### src/rtl/rom_streamer_pkg.sv
// rom_streamer shared types and defaults.
// Burst FSM states and default ROM geometry.
package rom_streamer_pkg;

  localparam int ADDR_W_DEF = 12;
  localparam int DATA_W_DEF = 8;

  typedef enum logic [1:0] {
    IDLE,
    RUN,
    DRAIN
  } state_e;

endpackage

### src/rtl/rom_streamer_if.sv
// Valid/ready word stream leaving the ROM streamer.
// master drives valid/data/last; slave drives ready.
interface rom_streamer_if
  import rom_streamer_pkg::*;
#(
  parameter int DATA_WIDTH = DATA_W_DEF
) ();

  logic                  valid;
  logic                  ready;
  logic [DATA_WIDTH-1:0] data;
  logic                  last;

  modport master (
    output valid,
    output data,
    output last,
    input  ready
  );

  modport slave (
    input  valid,
    input  data,
    input  last,
    output ready
  );

endinterface

### src/rtl/stream_fifo2.sv
// Two-entry FIFO; push and pop may coincide at any occupancy.
// Caller guarantees no push when full unless also popping.
module stream_fifo2 #(
  parameter int W = 9
) (
  input  logic         clk,
  input  logic         rst,
  input  logic         push,
  input  logic [W-1:0] din,
  input  logic         pop,
  output logic [W-1:0] dout,
  output logic [1:0]   count
);

  logic [W-1:0] mem [2];
  logic         wp;
  logic         rp;

  assign dout = mem[rp];

  always_ff @(posedge clk) begin
    if (rst) begin
      mem[0] <= '0;
      mem[1] <= '0;
      wp     <= 1'b0;
      rp     <= 1'b0;
      count  <= 2'd0;
    end else begin
      if (push) begin
        mem[wp] <= din;
        wp      <= ~wp;
      end
      if (pop) begin
        rp <= ~rp;
      end
      count <= count + {1'b0, push}
                     - {1'b0, pop};
    end
  end

endmodule

### src/rtl/rom_streamer.sv
// Streams a burst of consecutive ROM words onto a
// valid/ready interface with credit-limited reads.
module rom_streamer
  import rom_streamer_pkg::*;
#(
  parameter int ADDR_WIDTH = ADDR_W_DEF,
  parameter int DATA_WIDTH = DATA_W_DEF
) (
  input  logic                  clk,
  input  logic                  rst,
  input  logic                  start,
  input  logic [ADDR_WIDTH-1:0] base_addr,
  input  logic [ADDR_WIDTH:0]   length,
  output logic                  busy,
  output logic                  done,
  output logic [ADDR_WIDTH-1:0] rom_addr,
  input  logic [DATA_WIDTH-1:0] rom_data,
  rom_streamer_if.master        m
);

  localparam logic [ADDR_WIDTH:0] ONE = 1;

  state_e                state;
  logic [ADDR_WIDTH:0]   rem;
  logic                  rd_v;
  logic                  rd_last;
  logic [DATA_WIDTH:0]   head;
  logic [1:0]            occ;
  logic [2:0]            credit;
  logic                  pop;
  logic                  issue;

  assign m.valid = (occ != 2'd0);
  assign m.data  = head[DATA_WIDTH-1:0];
  assign m.last  = head[DATA_WIDTH];
  assign pop     = m.valid & m.ready;

  // Slots still committed after this cycle's pop
  assign credit = {1'b0, occ}
                + {2'b0, rd_v}
                - {2'b0, pop};
  assign issue  = (state == RUN)
                && (credit < 3'd2);

  stream_fifo2 #(
    .W(DATA_WIDTH + 1)
  ) u_fifo (
    .clk   (clk),
    .rst   (rst),
    .push  (rd_v),
    .din   ({rd_last, rom_data}),
    .pop   (pop),
    .dout  (head),
    .count (occ)
  );

  always_ff @(posedge clk) begin
    if (rst) begin
      state    <= IDLE;
      busy     <= 1'b0;
      done     <= 1'b0;
      rom_addr <= '0;
      rem      <= '0;
      rd_v     <= 1'b0;
      rd_last  <= 1'b0;
    end else begin
      done    <= 1'b0;
      rd_v    <= issue;
      rd_last <= issue && (rem == ONE);
      unique case (state)
        IDLE: begin
          if (start) begin
            if (length == '0) begin
              done <= 1'b1;
            end else begin
              state    <= RUN;
              busy     <= 1'b1;
              rom_addr <= base_addr;
              rem      <= length;
            end
          end
        end
        RUN: begin
          if (issue) begin
            rom_addr <= rom_addr
                      + ADDR_WIDTH'(1);
            rem      <= rem - ONE;
            if (rem == ONE) begin
              state <= DRAIN;
            end
          end
        end
        DRAIN: begin
          if (pop && m.last) begin
            state <= IDLE;
            busy  <= 1'b0;
            done  <= 1'b1;
          end
        end
        default: state <= IDLE;
      endcase
    end
  end

endmodule

### src/flat_wrapper.sv
// flat-port wrapper written by rule: the top's interface ports become plain ports
module rom_streamer_flat import rom_streamer_pkg::*;
#(
  parameter int ADDR_WIDTH = ADDR_W_DEF,
  parameter int DATA_WIDTH = DATA_W_DEF
)
  (clk, rst, start, base_addr, length, busy, done, rom_addr, rom_data, m_valid, m_data, m_last, m_ready);
  rom_streamer_if #(.DATA_WIDTH(DATA_WIDTH)) m_i ();
  input  logic clk;
  input  logic rst;
  input  logic start;
  input  logic [ADDR_WIDTH-1:0] base_addr;
  input  logic [ADDR_WIDTH:0] length;
  output logic busy;
  output logic done;
  output logic [ADDR_WIDTH-1:0] rom_addr;
  input  logic [DATA_WIDTH-1:0] rom_data;
  output wire logic [$bits(m_i.valid)-1:0] m_valid;
  output wire logic [$bits(m_i.data)-1:0] m_data;
  output wire logic [$bits(m_i.last)-1:0] m_last;
  input wire logic [$bits(m_i.ready)-1:0] m_ready;
  assign m_valid = m_i.valid;
  assign m_data = m_i.data;
  assign m_last = m_i.last;
  assign m_i.ready = m_ready;
  rom_streamer #(.ADDR_WIDTH(ADDR_WIDTH), .DATA_WIDTH(DATA_WIDTH)) u_core (.clk(clk), .rst(rst), .start(start), .base_addr(base_addr), .length(length), .busy(busy), .done(done), .rom_addr(rom_addr), .rom_data(rom_data), .m(m_i));
endmodule
### config.mk
export PLATFORM = sky130hd
export DESIGN_NAME = rom_streamer_flat
export DESIGN_NICKNAME = d
export VERILOG_FILES = /design/src/rtl/rom_streamer_pkg.sv /design/src/rtl/rom_streamer_if.sv /design/src/rtl/stream_fifo2.sv /design/src/rtl/rom_streamer.sv /design/src/flat_wrapper.sv
export SDC_FILE = /design/constraint.sdc
export NUM_CORES = 1
export LEC_CHECK = 0
export BUFFER_PORTS_ARGS = -buffer_cell sky130_fd_sc_hd__buf_2
export CORE_AREA = 2 2 99 110
export CTS_BUF_LIST = sky130_fd_sc_hd__clkbuf_2 sky130_fd_sc_hd__clkbuf_4 sky130_fd_sc_hd__clkbuf_8
export DETAILED_ROUTE_END_ITERATION = 6
export DIE_AREA = 0 0 101 112
export HOLD_SLACK_MARGIN = 0.08
export MAX_ROUTING_LAYER = met4
export SLEW_MARGIN = 20
export SYNTH_ARGS = -nofsm -noshare
export SYNTH_HDL_FRONTEND = slang
export SYNTH_SLANG_ARGS = --single-unit
### constraint.sdc
create_clock -name clk -period 3.5 [get_ports clk]
set_clock_uncertainty 0.05 [all_clocks]
set_input_delay 0.7 -clock clk [delete_from_list [all_inputs] [get_ports clk]]
set_output_delay 0.7 -clock clk [all_outputs]
set_load 0.1 [all_outputs]
==> flow_summary.toml <==
[outcome]
status = "finished clean"

[placement]
dp_hpwl_um = 5630
pre_cts_ws_ns = 0.305
gp_congestion = 0.812
place_area_um2 = 3440
io_buffers = 60

[synthesis]
ys_seq_elements = 54
ys.flop_type = "dfxtp_1"
yosysWarnings = 0
yosysUniqueCellTypes = 56
synth.cell_area_um2 = 2990
ys_seq_area_share_pct = 42.2
synth_nets = 363
async_flop_share_pct = 0
syn_avg_cell_area_um2 = 9.35
synth_edf_count = 18
synthCells = 320

[grt]
grt-ovfl-total = 0
grt_max_degree = 43
grt_first_pass_wirelength_um = 13000
antenna_found_initial = 0
grt_use_total_pct = 14.6
first_global_vias = 2598

[clock_tree]
cts_tree = "done"
postCtsHoldBufs = 0
clock_path_buffers = 2
clk_pin_slew_ns = 0.11
clk_latency_ns = 0.32
cts_setup_buffers = 0
htreeDepth = 2
cts-root-buf = "clkbuf_8"
cts_buffers = 5
cts_resized = 0
clkSinkCount = 54

[final_layout]
final_layout_size_suffix_gt1_share_pct = 26.1
layout.nets = 418
multi_input_area_um2 = 1580
fin_util_pct = 34.7
fillCellCount = 1059
synthToLayoutAreaGrowth_pct = 19.0
n_antenna_cell = 0
regArea_um2 = 1260
finalInstanceArea_um2 = 3560

[critical_path]
crit_path_end_kind = "flop"
crit_required_ns = 3.65
path_buf_inv = 3
start_kind = "input port"
crit_top_cell = "ha_1"
crit_fanout = 10
worstPathArrival_ns = 3.01
cp_cell_sequence = "buf_2 -> o21a_1 -> ha_1 -> inv_1 -> ha_1 -> fa_1 -> nand2b_1 -> o22a_1 -> buf_4 -> o311ai_0 -> o31ai_1"
crit_type = "input port to flop"
critPathSlowestCell = "fa_1"
cp_top_family = "adder cells"
critPathMaxStageDelay_ns = 0.48

[min_path]
hp-class = "flop to flop"

[sta]
relSlewSlack_pct = 41.3
drv_slew = 0
fin_tns_setup_ns = 0
setup_viol = 0
rsz0062_at_grt = "no"
hold_viol_final = 0
tightestPinTransition_ns = 0.874
clock.fmax_ghz = 0.350
layout_setup_ws_ns = 0.640
final.min_clock_period_ns = 2.86
period_share_pct = 81.7

[detailed_routing]
wl_per_cell_um = 16.1
viasPerCell = 5.57
drtAntennaViolNets = 0
dr.pass1.iters = 5
routed_wl_um = 8050
drc = 0
num_vias = 2777
drtIter0Drc = 223

[power_and_ir_drop]
power.density_nw_per_um2 = 940
p_leak_nw = 1.41
irDropWorstVdd_mv = 0.379
power_mw = 3.35

[die]
io-pin-count = 61
rows = 39
start_util_pct = 29.2
chipHeight_um = 112
core_um2 = 10200
die_area_um2 = 11300
die_x_um = 101

[job]
max_cap_violations = 0
-- area by class of cell --
class	count	area share (%)
clock buffers	5	1.93
clock inverters	3	1.37
inverters	12	1.26
multi-input cells	230	44.4
flip-flops and latches	54	35.4
well taps	123	4.32
repair buffers	72	11.3
-- cell usage in the layout, fill, tap and decap left out, drive strengths merged, types with 8 or more instances in the layout --
cell	count
dfxtp	36
mux2	10
nor3	11
and3	8
buf	72
o31ai	12
inv	13
a21oi	13
and2	18
nand2	21
nor4	11
nor2	19
edfxtp	18
o311ai	11
-- registers in the layout (all words and copies together), names as in the netlist, named ones only --
signal               flops
u_core.u_fifo.wp         1
u_core.u_fifo.rp         1
u_core.rd_last           1
u_core.done              1
u_core.busy              1
u_core.rem              13
u_core.rd_v              1
u_core.u_fifo.mem       18
u_core.state             2
u_core.rom_addr         12
u_core.u_fifo.count      2
-- report_power, final --
part	internal, mW	total (mW)	switching (mW)
registers	0.819	1.02	0.205
logic	0.550	1.88	1.33
clock network	0.218	0.447	0.229
total	1.59	3.35	1.76
-- layer usage --
| metal | vias to the layer above | track usage, % | share of wire, % |
|---|---|---|---|
| li1 | 1344 | - | - |
| met1 | 1309 | 19.2 | 44 |
| met2 | 114 | 23.0 | 47 |
| met3 | 10 | 2.82 | 7.3 |
| met4 | 0 | 4.14 | 1.3 |
| met5 | - | - | 0 |
-- per-stage QoR --
| stage | std cells | hold slack, ns |
|---|---|---|
| 6_report | 499 | 0.444 |
| 5_1_grt | 499 | 0.473 |
| 4_1_cts | 499 | 0.446 |
| 3_5_place_dp | 491 | 0.422 |
| 3_3_place_gp | 491 | 0.414 |
| 2_1_floorplan | 320 | 0.424 |
-- logic make-up (layout without fill, tap and decap cells) --
kind of cell	count (synthesis)	in the layout	share of synthesized area, %
AND/OR/NAND/NOR	118	118	22.3
buffers and inverters	36	92	5.02
AO/OA/AOI/OAI	92	92	22.7
flip-flops	54	54	42.2
XOR/XNOR	3	3	0.878
multiplexers	11	11	4.22
adder cells (fa/ha/maj)	6	6	2.76
-- worst reg2reg max path: stages (launching register included) --
cell and delay (ns):
dfxtp_1 0.35, o21a_1 0.23, ha_1 0.29, inv_1 0.04
ha_1 0.18, fa_1 0.48, nand2b_1 0.19, o22a_1 0.22
buf_4 0.19, o311ai_0 0.36, o31ai_1 0.12
-- synthesized netlist by cell type (6+ instances only) --
master / number / area [um^2]
clkbuf_1: 16 / 60.1
nor4_1: 9 / 56.3
o21ai_0: 7 / 35.0
edfxtp_1: 18 / 541
nand2_1: 21 / 78.8
o31ai_1: 12 / 90.1
o311ai_0: 11 / 96.3
and2_1: 18 / 113
dfxtp_1: 36 / 721
a31oi_1: 7 / 43.8
mux2_2: 9 / 101
and3_1: 8 / 50.1
o32ai_1: 7 / 61.3
a21oi_1: 13 / 65.1
inv_1: 12 / 45.0
nor3_1: 11 / 55.1
nor2_1: 19 / 71.3
buf_2: 6 / 30.0
-- final timing paths --
path / cells past startpoint / slack [ns] / startpoint / end
max: 11 / 0.64 / m_ready / u_core.rem[11]
min: 2 / 0.44 / u_core.rom_addr[11] / u_core.rom_addr[11]
max reg2reg: 10 / 0.69 / u_core.u_fifo.count[1] / u_core.rem[11]
min reg2reg: 2 / 0.44 / u_core.rom_addr[11] / u_core.rom_addr[11]
Power figures use the tool's default switching activity.
